## config.mk

```make
export PLATFORM = sky130hd
export DESIGN_NAME = uart_tx_arbiter_flat
export DESIGN_NICKNAME = d
export VERILOG_FILES = /design/src/rtl/uart_tx_arbiter_if.sv /design/src/rtl/uart_tx_arbiter.sv /design/src/flat_wrapper.sv
export SDC_FILE = /design/constraint.sdc
export NUM_CORES = 1
export LEC_CHECK = 0
export CAP_MARGIN = 10
export CORE_ASPECT_RATIO = 1.75
export CORE_UTILIZATION = 41
export CTS_CLUSTER_DIAMETER = 100
export DETAILED_ROUTE_END_ITERATION = 10
export PLACE_DENSITY_LB_ADDON = 0.25
export SETUP_SLACK_MARGIN = 0.5
export SLEW_MARGIN = 20
export SYNTH_ARGS = -nofsm -noshare
export SYNTH_HDL_FRONTEND = slang
export SYNTH_SLANG_ARGS = --single-unit
```

## constraint.sdc

```tcl
create_clock -name i_System_Clock -period 1.6 [get_ports i_System_Clock]
set_input_delay 0.32 -clock i_System_Clock [delete_from_list [all_inputs] [get_ports i_System_Clock]]
set_output_delay 0.32 -clock i_System_Clock [all_outputs]
set_load 0.1 [all_outputs]
```

## src/rtl/uart_tx_arbiter_if.sv

```systemverilog
// Requester and UART-TX handshake bundle for uart_tx_arbiter.
// master = arbiter side, slave = requesters plus UART transmitter side.
interface uart_tx_arbiter_if #(
  parameter int unsigned NUM_REQ = 4
);
  localparam int unsigned ID_W = $clog2(NUM_REQ);

  logic [NUM_REQ-1:0]   i_Req_Valid;
  logic [NUM_REQ-1:0]   i_Req_Lock;
  logic [8*NUM_REQ-1:0] i_Req_Byte;
  logic [NUM_REQ-1:0]   o_Req_Ack;
  logic [NUM_REQ-1:0]   o_Req_Done;
  logic [ID_W-1:0]      o_Grant_ID;
  logic                 o_Active;
  logic                 o_Error;
  logic                 o_TX_Valid;
  logic [7:0]           o_TX_Byte;
  logic                 i_TX_Busy;
  logic                 i_TX_Done;

  modport master (
    input  i_Req_Valid, i_Req_Lock, i_Req_Byte, i_TX_Busy, i_TX_Done,
    output o_Req_Ack, o_Req_Done, o_Grant_ID, o_Active, o_Error, o_TX_Valid, o_TX_Byte
  );

  modport slave (
    output i_Req_Valid, i_Req_Lock, i_Req_Byte, i_TX_Busy, i_TX_Done,
    input  o_Req_Ack, o_Req_Done, o_Grant_ID, o_Active, o_Error, o_TX_Valid, o_TX_Byte
  );
endinterface

```

## src/rtl/uart_tx_arbiter.sv

```systemverilog
// Round-robin arbiter sharing one UART transmitter between NUM_REQ byte sources,
// with message lock, valid/busy/done sequencing and a busy-start watchdog.
module uart_tx_arbiter #(
  parameter int unsigned NUM_REQ      = 4,
  parameter int unsigned BUSY_TIMEOUT = 16
) (
  input  logic               i_System_Clock,
  input  logic               i_Rst_L,
  uart_tx_arbiter_if.master  bus
);
  localparam int unsigned ID_W = $clog2(NUM_REQ);
  localparam int unsigned WD_W = $clog2(BUSY_TIMEOUT);

  typedef enum logic [1:0] {
    S_IDLE      = 2'd0,
    S_ISSUE     = 2'd1,
    S_WAIT_BUSY = 2'd2,
    S_WAIT_DONE = 2'd3
  } state_e;

  state_e             state_q, state_d;
  logic [ID_W-1:0]    rr_q, rr_d;
  logic               lock_vld_q, lock_vld_d;
  logic [ID_W-1:0]    lock_id_q, lock_id_d;
  logic [WD_W-1:0]    wd_q, wd_d;
  logic [ID_W-1:0]    gid_q, gid_d;
  logic [7:0]         byte_q, byte_d;
  logic [NUM_REQ-1:0] ack_q, ack_d;
  logic [NUM_REQ-1:0] done_q, done_d;
  logic               active_q, active_d;
  logic               error_q, error_d;
  logic               tx_valid_q, tx_valid_d;

  logic               win_vld;
  logic [ID_W-1:0]    win_id;
  logic [7:0]         win_byte;
  logic               complete;

  function automatic logic [ID_W-1:0] rr_idx(input logic [ID_W-1:0] base, input int off);
    int s;
    s = int'(base) + off;
    if (s >= int'(NUM_REQ)) s = s - int'(NUM_REQ);
    return ID_W'(s);
  endfunction

  function automatic logic [ID_W-1:0] next_id(input logic [ID_W-1:0] id);
    return (id == ID_W'(NUM_REQ - 1)) ? '0 : id + ID_W'(1);
  endfunction

  function automatic logic [NUM_REQ-1:0] onehot(input logic [ID_W-1:0] id);
    logic [NUM_REQ-1:0] oh;
    oh     = '0;
    oh[id] = 1'b1;
    return oh;
  endfunction

  // Arbitration: lock owner only, else first valid from the RR pointer (descending
  // scan so the nearest offset wins).
  always_comb begin
    win_vld  = 1'b0;
    win_id   = '0;
    win_byte = '0;
    if (lock_vld_q) begin
      win_vld = bus.i_Req_Valid[lock_id_q];
      win_id  = lock_id_q;
    end else begin
      for (int i = int'(NUM_REQ) - 1; i >= 0; i--) begin
        if (bus.i_Req_Valid[rr_idx(rr_q, i)]) begin
          win_vld = 1'b1;
          win_id  = rr_idx(rr_q, i);
        end
      end
    end
    for (int k = 0; k < int'(NUM_REQ); k++) begin
      if (ID_W'(k) == win_id) win_byte = bus.i_Req_Byte[8*k +: 8];
    end
  end

  // Next-state and next-output logic.
  always_comb begin
    state_d    = state_q;
    rr_d       = rr_q;
    lock_vld_d = lock_vld_q;
    lock_id_d  = lock_id_q;
    wd_d       = wd_q;
    gid_d      = gid_q;
    byte_d     = byte_q;
    ack_d      = '0;
    done_d     = '0;
    active_d   = active_q;
    error_d    = 1'b0;
    tx_valid_d = 1'b0;
    complete   = 1'b0;

    case (state_q)
      S_IDLE: begin
        if (win_vld && !bus.i_TX_Busy) begin
          byte_d     = win_byte;
          gid_d      = win_id;
          ack_d      = onehot(win_id);
          tx_valid_d = 1'b1;
          active_d   = 1'b1;
          state_d    = S_ISSUE;
        end
      end
      S_ISSUE: begin
        wd_d    = '0;
        state_d = S_WAIT_BUSY;
      end
      S_WAIT_BUSY: begin
        if (bus.i_TX_Done) begin
          complete = 1'b1;
        end else if (bus.i_TX_Busy) begin
          state_d = S_WAIT_DONE;
        end else if (wd_q == WD_W'(BUSY_TIMEOUT - 1)) begin
          error_d    = 1'b1;
          active_d   = 1'b0;
          rr_d       = next_id(gid_q);
          lock_vld_d = 1'b0;
          state_d    = S_IDLE;
        end else begin
          wd_d = wd_q + WD_W'(1);
        end
      end
      S_WAIT_DONE: begin
        if (bus.i_TX_Done) complete = 1'b1;
      end
      default: state_d = S_IDLE;
    endcase

    // Completion: release or retain the grant depending on the owner's lock.
    if (complete) begin
      done_d     = onehot(gid_q);
      active_d   = 1'b0;
      rr_d       = next_id(gid_q);
      lock_vld_d = bus.i_Req_Lock[gid_q];
      lock_id_d  = gid_q;
      state_d    = S_IDLE;
    end
  end

  always_ff @(posedge i_System_Clock or negedge i_Rst_L) begin
    if (!i_Rst_L) begin
      state_q    <= S_IDLE;
      rr_q       <= '0;
      lock_vld_q <= 1'b0;
      lock_id_q  <= '0;
      wd_q       <= '0;
      gid_q      <= '0;
      byte_q     <= '0;
      ack_q      <= '0;
      done_q     <= '0;
      active_q   <= 1'b0;
      error_q    <= 1'b0;
      tx_valid_q <= 1'b0;
    end else begin
      state_q    <= state_d;
      rr_q       <= rr_d;
      lock_vld_q <= lock_vld_d;
      lock_id_q  <= lock_id_d;
      wd_q       <= wd_d;
      gid_q      <= gid_d;
      byte_q     <= byte_d;
      ack_q      <= ack_d;
      done_q     <= done_d;
      active_q   <= active_d;
      error_q    <= error_d;
      tx_valid_q <= tx_valid_d;
    end
  end

  assign bus.o_Req_Ack  = ack_q;
  assign bus.o_Req_Done = done_q;
  assign bus.o_Grant_ID = gid_q;
  assign bus.o_Active   = active_q;
  assign bus.o_Error    = error_q;
  assign bus.o_TX_Valid = tx_valid_q;
  assign bus.o_TX_Byte  = byte_q;

endmodule

```

## src/flat_wrapper.sv

```systemverilog
// flat-port wrapper written by rule: the top's interface ports become plain ports
module uart_tx_arbiter_flat 
#(
  parameter int unsigned NUM_REQ      = 4,
  parameter int unsigned BUSY_TIMEOUT = 16
)
  (i_System_Clock, i_Rst_L, bus_i_Req_Valid, bus_i_Req_Lock, bus_i_Req_Byte, bus_i_TX_Busy, bus_i_TX_Done, bus_o_Req_Ack, bus_o_Req_Done, bus_o_Grant_ID, bus_o_Active, bus_o_Error, bus_o_TX_Valid, bus_o_TX_Byte);
  uart_tx_arbiter_if #(.NUM_REQ(NUM_REQ)) bus_i ();
  input  logic i_System_Clock;
  input  logic i_Rst_L;
  input wire logic [$bits(bus_i.i_Req_Valid)-1:0] bus_i_Req_Valid;
  input wire logic [$bits(bus_i.i_Req_Lock)-1:0] bus_i_Req_Lock;
  input wire logic [$bits(bus_i.i_Req_Byte)-1:0] bus_i_Req_Byte;
  input wire logic [$bits(bus_i.i_TX_Busy)-1:0] bus_i_TX_Busy;
  input wire logic [$bits(bus_i.i_TX_Done)-1:0] bus_i_TX_Done;
  output wire logic [$bits(bus_i.o_Req_Ack)-1:0] bus_o_Req_Ack;
  output wire logic [$bits(bus_i.o_Req_Done)-1:0] bus_o_Req_Done;
  output wire logic [$bits(bus_i.o_Grant_ID)-1:0] bus_o_Grant_ID;
  output wire logic [$bits(bus_i.o_Active)-1:0] bus_o_Active;
  output wire logic [$bits(bus_i.o_Error)-1:0] bus_o_Error;
  output wire logic [$bits(bus_i.o_TX_Valid)-1:0] bus_o_TX_Valid;
  output wire logic [$bits(bus_i.o_TX_Byte)-1:0] bus_o_TX_Byte;
  assign bus_i.i_Req_Valid = bus_i_Req_Valid;
  assign bus_i.i_Req_Lock = bus_i_Req_Lock;
  assign bus_i.i_Req_Byte = bus_i_Req_Byte;
  assign bus_i.i_TX_Busy = bus_i_TX_Busy;
  assign bus_i.i_TX_Done = bus_i_TX_Done;
  assign bus_o_Req_Ack = bus_i.o_Req_Ack;
  assign bus_o_Req_Done = bus_i.o_Req_Done;
  assign bus_o_Grant_ID = bus_i.o_Grant_ID;
  assign bus_o_Active = bus_i.o_Active;
  assign bus_o_Error = bus_i.o_Error;
  assign bus_o_TX_Valid = bus_i.o_TX_Valid;
  assign bus_o_TX_Byte = bus_i.o_TX_Byte;
  uart_tx_arbiter #(.NUM_REQ(NUM_REQ), .BUSY_TIMEOUT(BUSY_TIMEOUT)) u_core (.i_System_Clock(i_System_Clock), .i_Rst_L(i_Rst_L), .bus(bus_i));
endmodule
```

==> flow_summary_export.csv, run 1 <==
group,metric,value,unit
floorplanning,die_w,53.66,um
timing,fin_skew,0.008139,ns
global_routing,antenna_found_initial,0,
critical_path,critPathKind,"reg2reg",
status,failed_checks,"setup timing",
power,powerDensity,2108,nW/um^2
route,drt-initial-drc-count,37,
placed_design,portBuffers,64,
power,p_total,7.727,mW
timing,setup_viol,16,
synth,synth_area,1914,sq um
timing,period_needed,1.799,ns
global_routing,grt_use_total,0.2507,
critical_path,arrival,2.01,ns
synth,synth-seq-area-share,0.4183,
critical_path,cp.required,1.81,ns
critical_path,rr_startpoint,"u_core.rr_q[1]$_DFFE_PN0P_",
synth,synth.avg_cell_area,11.13,sq um
finish,final_layout_size_suffix_gt1_frac,0.5943,
timing,hold_viol,0,
synth,synth.distinct_cells,48,
route,wl_per_cell,18.31,um
status,outcome,"complete, but fails checks",
route,wirelength,6.079,mm
placed_design,placed_area,3114,sq um
min_path,hp-class,"in2async",
timing,tns,-2.150,ns
critical_path,setup.worst_path.start_class,"flip-flop",
global_routing,grt_max_degree,33,
synth,synth_ff_type,"dfrtp_1",
synth,synth-edff-count,0,
global_routing,grt_pass1_wl,9.018,mm
job,maxCapViolations,0,
power,p_leak,1.564,nW
cts,cts_buffers,5,
floorplanning,rows,32,
synth,ys_ff_latch,32,
timing,post-route-period-util,1.124,
cts,cts-root-buf,"clkbuf_8",
critical_path,crit_path_max_fanout,8,
finish,final_common_cell,"clkdlybuf4s50_1",
finish,seqCellArea,834.6,sq um
route,drc,0,
placed_design,hpwl,3.780,mm
finish,fillers,236,
critical_path,worst_r2r_endpoint,"u_core.bus.o_TX_Byte[6]$_DFFE_PN0P_",
cts,ctsHoldBuffers,0,
synth,syn-num-nets,225,
finish,antenna_cells,0,
floorplanning,fp.dieArea,4957,sq um
cts,cts.path.max_buffers,2,
placed_design,place.gp.congestion,0.7903,
route,dr_total_vias,1811,
cts,tritoncts,"built",
floorplanning,die_h,92.40,um
critical_path,r2r_slack,-0.20,ns
synth,synthCells,172,
cts,clk_pin_slew,0.07,ns
critical_path,rr_worst_depth,10,
route,viasPerCell,5.455,
finish,layout_common_cells,"37 x clkdlybuf4s50_1, 26 x buf_12, 23 x buf_4",
timing,rsz0062_at_grt,"true",
timing,worstMarginPinSlew,0.3686,ns
placed_design,place_ws,-0.6365,ns
global_routing,grt_pass1_vias,1972,
synth,yosys_warnings,0,
route,ant_nets,0,
timing,slew-limit-headroom,0.7543,
synth,async_flop_share,1.000,
timing,hold_slack,0.3937,ns
finish,area_growth,91.44,%
floorplanning,start_util,0.4307,
floorplanning,coreArea,4444,sq um
finish,nNetsFinal,333,
cts,htreeDepth,2,
cts,cts.sinks,32,
route,drtPass1Iterations,4,
critical_path,end_kind,"flip-flop",
cts,insertion_delay,0.29,ns
floorplanning,io_pins,65,
timing,postLayoutSetupSlackWorst,-0.1990,ns
power,peakVddDrop,1.649,mV
finish,stdcell_area,3665,sq um
timing,slew_viol_final,0,
global_routing,overflow,0,
timing,max_freq,555.9,MHz
finish,multiInputGateArea,1301,sq um
## cells by family after synthesis
family                   Yosys count  synth area share
flip-flops                        32            0.4183
AO/OA/AOI/OAI                     41            0.1948
adder cells (fa/ha/maj)            9           0.05882
multiplexers                      18            0.1131
buffers and inverters             13           0.03856
XOR/XNOR                           2          0.009152
AND/OR/NAND/NOR                   57            0.1673
## state kept, by name (all words and copies together), names as in the netlist
name / flops
u_core.bus.o_TX_Byte: 8
u_core.bus.o_Req_Ack: 4
u_core.bus.o_Req_Done: 4
u_core.wd_q: 4
u_core.bus.o_Grant_ID: 2
u_core.lock_id_q: 2
u_core.rr_q: 2
u_core.state_q: 2
u_core.bus.o_Active: 1
u_core.bus.o_Error: 1
u_core.bus.o_TX_Valid: 1
u_core.lock_vld_q: 1
## cell usage after synthesis (2+ instances only)
library cell,instances,area share
mux2i_1,13,0.068
o221ai_2,6,0.047
nand2b_1,2,0.0065
o2111a_1,2,0.012
dfrtp_1,32,0.42
a21oi_1,6,0.016
nand3_1,3,0.0078
nor2b_1,5,0.016
and2_1,4,0.013
nand2_2,2,0.0065
buf_2,2,0.0052
xor2_1,2,0.0092
o21ai_0,4,0.010
ha_1,9,0.059
mux4_2,2,0.024
o21ai_1,9,0.024
a211oi_2,2,0.013
nor2_1,10,0.020
mux2_4,2,0.016
o21a_1,2,0.0078
o2bb2ai_2,2,0.016
nand2_1,19,0.037
inv_1,7,0.014
## how the worst max path moves through the flow
stage | from | to | slack (ns) | depth (start not counted)
after CTS | u_core.lock_vld_q$_DFFE_PN0P_ | u_core.bus.o_TX_Byte[6]$_DFFE_PN0P_ | -0.18 | 6
after detailed placement | bus_i_Req_Valid[2] | u_core.bus.o_TX_Byte[1]$_DFFE_PN0P_ | -0.64 | 9
after global placement | bus_i_Req_Valid[2] | u_core.bus.o_TX_Byte[1]$_DFFE_PN0P_ | -0.62 | 9
after floorplan | u_core.lock_vld_q$_DFFE_PN0P_ | u_core.bus.o_TX_Byte[6]$_DFFE_PN0P_ | -0.08 | 6
after global routing | u_core.rr_q[1]$_DFFE_PN0P_ | u_core.bus.o_TX_Byte[1]$_DFFE_PN0P_ | -0.26 | 9
final | u_core.rr_q[1]$_DFFE_PN0P_ | u_core.bus.o_TX_Byte[6]$_DFFE_PN0P_ | -0.20 | 10
## critical path, stage by stage (launching register included)
cell and delay (ns):
dfrtp_2 0.46, buf_4 0.16, nand2_1 0.07, nand3_2 0.11, a21oi_2 0.17, o21ai_2 0.08, buf_6 0.14, buf_16 0.15
buf_4 0.15, nor2_8 0.12, o2bb2ai_2 0.10
## stage by stage
stage	utilization	cells
2_1_floorplan	-	172
3_3_place_gp	0.7007	307
6_report	0.8246	332
3_5_place_dp	0.7007	307
4_1_cts	0.7925	330
5_1_grt	0.8246	332
## report_power, final
part / internal (mW) / leakage (nW) / switching [mW]
Clock: 0.549 / 0.0645 / 0.316
Sequential: 1.13 / 0.382 / 0.343
Combinational: 2.51 / 1.12 / 2.88
## layer usage
metal  global-route usage  routed length, um
met3              0.06076                276
met1               0.2456               2080
met4               0.1140                138
met2               0.4615               3585
met5                    0                  0
## area by class of cell
class / count / area share
clock buffer: 7 / 0.02629
inverter: 8 / 0.008877
timing repair buffer: 106 / 0.3564
sequential: 32 / 0.2277
tap: 51 / 0.01741
clock inverter: 1 / 0.008194
multi-input combinational: 127 / 0.3551
## what timing repair did
action,in CTS,in global routing
endpoints found under the setup margin,53,53
pin swaps,17,12
cloned,2,0
buffers inserted,13,2
gates resized for setup,48,29
Note: power is estimated with default switching activity, not from simulation.
==> run 2, diff against run 1 <==
--- a/config.mk
+++ b/config.mk
@@ -12,6 +12,7 @@
 export DETAILED_ROUTE_END_ITERATION = 10
 export PLACE_DENSITY_LB_ADDON = 0.25
 export SETUP_SLACK_MARGIN = 0.5
+export SKIP_LAST_GASP = 1
 export SLEW_MARGIN = 20
 export SYNTH_ARGS = -nofsm -noshare
 export SYNTH_HDL_FRONTEND = slang
==> flow_summary_export.csv, run 2 (synthesized netlist as in run 1, its figures left out) <==
group,metric,value,unit
finish,seqCellArea,834.6,sq um
power,p_int,4.227,mW
power,clock_power_share,0.112,
cts,cts-root-buf,"clkbuf_8",
cts,ctsHoldBuffers,0,
finish,fillers,233,
cts,tritoncts,"built",
finish,nNetsFinal,337,
placed_design,hpwl,3.780,mm
timing,slew_viol_final,0,
route,viasPerCell,5.399,
timing,slew-limit-headroom,0.7656,
finish,multiInputGateArea,1235,sq um
timing,worstMarginPinSlew,0.3515,ns
floorplanning,fp.dieArea,4957,sq um
floorplanning,rows,32,
power,powerDensity,2116,nW/um^2
status,outcome,"complete, but fails checks",
route,wl_per_cell,17.97,um
floorplanning,io_pins,65,
critical_path,setup.worst_path.start_class,"flip-flop",
global_routing,antenna_found_initial,0,
timing,hold_viol,0,
timing,setup_viol,17,
critical_path,max_stage_delay,0.46,ns
timing,fin_skew,0.009972,ns
finish,layout_common_cells,"37 x clkdlybuf4s50_1, 26 x buf_4, 25 x buf_12",
critical_path,crit_path_max_fanout,8,
min_path,hp-class,"in2async",
critical_path,r2r_slack,-0.19,ns
route,wirelength,6.037,mm
global_routing,grt_pass1_wl,8.914,mm
placed_design,portBuffers,64,
power,sw_frac_of_total,0.4521,
critical_path,arrival,1.96,ns
finish,area_growth,90.39,%
timing,max_freq,558.1,MHz
critical_path,worst_r2r_endpoint,"u_core.bus.o_TX_Byte[5]$_DFFE_PN0P_",
power,p_leak,1.559,nW
timing,postLayoutSetupSlackWorst,-0.1918,ns
job,maxCapViolations,0,
finish,final_common_cell,"clkdlybuf4s50_1",
critical_path,rr_worst_depth,8,
critical_path,rr_startpoint,"u_core.rr_q[1]$_DFFE_PN0P_",
route,ant_nets,0,
critical_path,crit_chain,"nand2b_4, a21oi_2, o21bai_1, o21ai_2, buf_6, buf_16, mux2i_2, o221ai_2",
route,dr_total_vias,1814,
critical_path,cp.required,1.77,ns
power,switchingPower,3.487,mW
floorplanning,die_w,53.66,um
power,peakVddDrop,1.675,mV
cts,cts_buffers,5,
critical_path,critPathKind,"reg2reg",
global_routing,grt_pass1_vias,1980,
finish,largest_register_ffs,8,
critical_path,cp_slowest_cell,"dfrtp_2",
cts,htreeDepth,2,
finish,final_layout_size_suffix_gt1_frac,0.5649,
finish,antenna_cells,0,
critical_path,end_kind,"flip-flop",
route,drtPass1Iterations,5,
power,p_total,7.714,mW
floorplanning,start_util,0.4307,
cts,clk_pin_slew,0.07,ns
cts,insertion_delay,0.29,ns
floorplanning,coreArea,4444,sq um
finish,stdcell_area,3645,sq um
power,combPwrFrac,0.700,
timing,tns,-2.082,ns
power,share_seq_of_total_power,0.189,
floorplanning,die_h,92.40,um
placed_design,place.gp.congestion,0.7903,
cts,cts.path.max_buffers,2,
global_routing,overflow,0,
cts,cts.sinks,32,
status,failed_checks,"setup timing",
timing,post-route-period-util,1.120,
global_routing,grt_max_degree,33,
global_routing,grt_use_total,0.2488,
timing,period_needed,1.792,ns
route,drt-initial-drc-count,44,
placed_design,placed_area,3114,sq um
route,drc,0,
timing,rsz0062_at_grt,"true",
[run 2: worst max-delay path by stage]
stage                                           to                          start  cells after the start
2_1_floorplan  u_core.bus.o_TX_Byte[6]$_DFFE_PN0P_  u_core.lock_vld_q$_DFFE_PN0P_                      6
3_3_place_gp   u_core.bus.o_TX_Byte[1]$_DFFE_PN0P_             bus_i_Req_Valid[2]                      9
3_5_place_dp   u_core.bus.o_TX_Byte[1]$_DFFE_PN0P_             bus_i_Req_Valid[2]                      9
4_1_cts        u_core.bus.o_TX_Byte[6]$_DFFE_PN0P_  u_core.lock_vld_q$_DFFE_PN0P_                      6
5_1_grt        u_core.bus.o_TX_Byte[5]$_DFFE_PN0P_     u_core.rr_q[1]$_DFFE_PN0P_                      8
6_report       u_core.bus.o_TX_Byte[5]$_DFFE_PN0P_     u_core.rr_q[1]$_DFFE_PN0P_                      8
[run 2: repair_timing]
action / in CTS / in global routing
cloned: 2 / 1
pin swaps: 14 / 10
gates resized for setup: 40 / 23
endpoints found under the setup margin: 53 / 53
setup buffers: 13 / 5
endpoints found under the hold margin: 0 / 0
[run 2: critical path: cells and delay by family, from the launching register on]
| kind | cells | cell delay, ns |
|---|---|---|
| AND/OR/NAND/NOR | 1 | 0.16 |
| flip-flops | 1 | 0.46 |
| multiplexers | 1 | 0.24 |
| buffers and inverters | 2 | 0.30 |
| AO/OA/AOI/OAI | 4 | 0.50 |
[run 2: area by class of cell]
cell class | count | share of cell area
timing repair buffer | 110 | 0.3704
clock buffer | 7 | 0.02643
multi-input combinational | 127 | 0.3388
inverter | 8 | 0.009612
clock inverter | 1 | 0.008239
tap | 51 | 0.01751
sequential | 32 | 0.2290
[run 2: per-layer routing]
metal / part of all wire / vias up / GRT usage
met2: 0.60 / 77 / 0.4615
li1: - / 846 / -
met1: 0.34 / 877 / 0.2437
met3: 0.043 / 14 / 0.05583
met5: 0 / - / 0
met4: 0.019 / 0 / 0.1118
[run 2: per-stage QoR]
step                      cells  worst slack (ns)    util  hold WS [ns]
after floorplan             172          -0.08173       -       0.02441
after global placement      307           -0.6226  0.7007        0.5185
after detailed placement    307           -0.6365  0.7007        0.5213
after CTS                   330           -0.1836  0.7869        0.3978
after global routing        336           -0.2587  0.8201        0.4180
final                       336           -0.1918  0.8201        0.3913
[run 2: power by group through the flow]
stage	logic, mW	registers, mW	clock network, mW
after floorplan	1.63	2.58	0
after global placement	4.22	1.46	0
after detailed placement	4.29	1.47	0
after CTS	5.05	1.44	0.880
after global routing	5.65	1.49	0.915
final	5.40	1.45	0.862
==> run 3, diff against run 2 <==
--- a/config.mk
+++ b/config.mk
@@ -5,7 +5,6 @@
 export SDC_FILE = /design/constraint.sdc
 export NUM_CORES = 1
 export LEC_CHECK = 0
-export CAP_MARGIN = 10
 export CORE_ASPECT_RATIO = 1.75
 export CORE_UTILIZATION = 41
 export CTS_CLUSTER_DIAMETER = 100
==> results of run 3 <==
Final layout, timing and power as in run 2 (identical DEF).
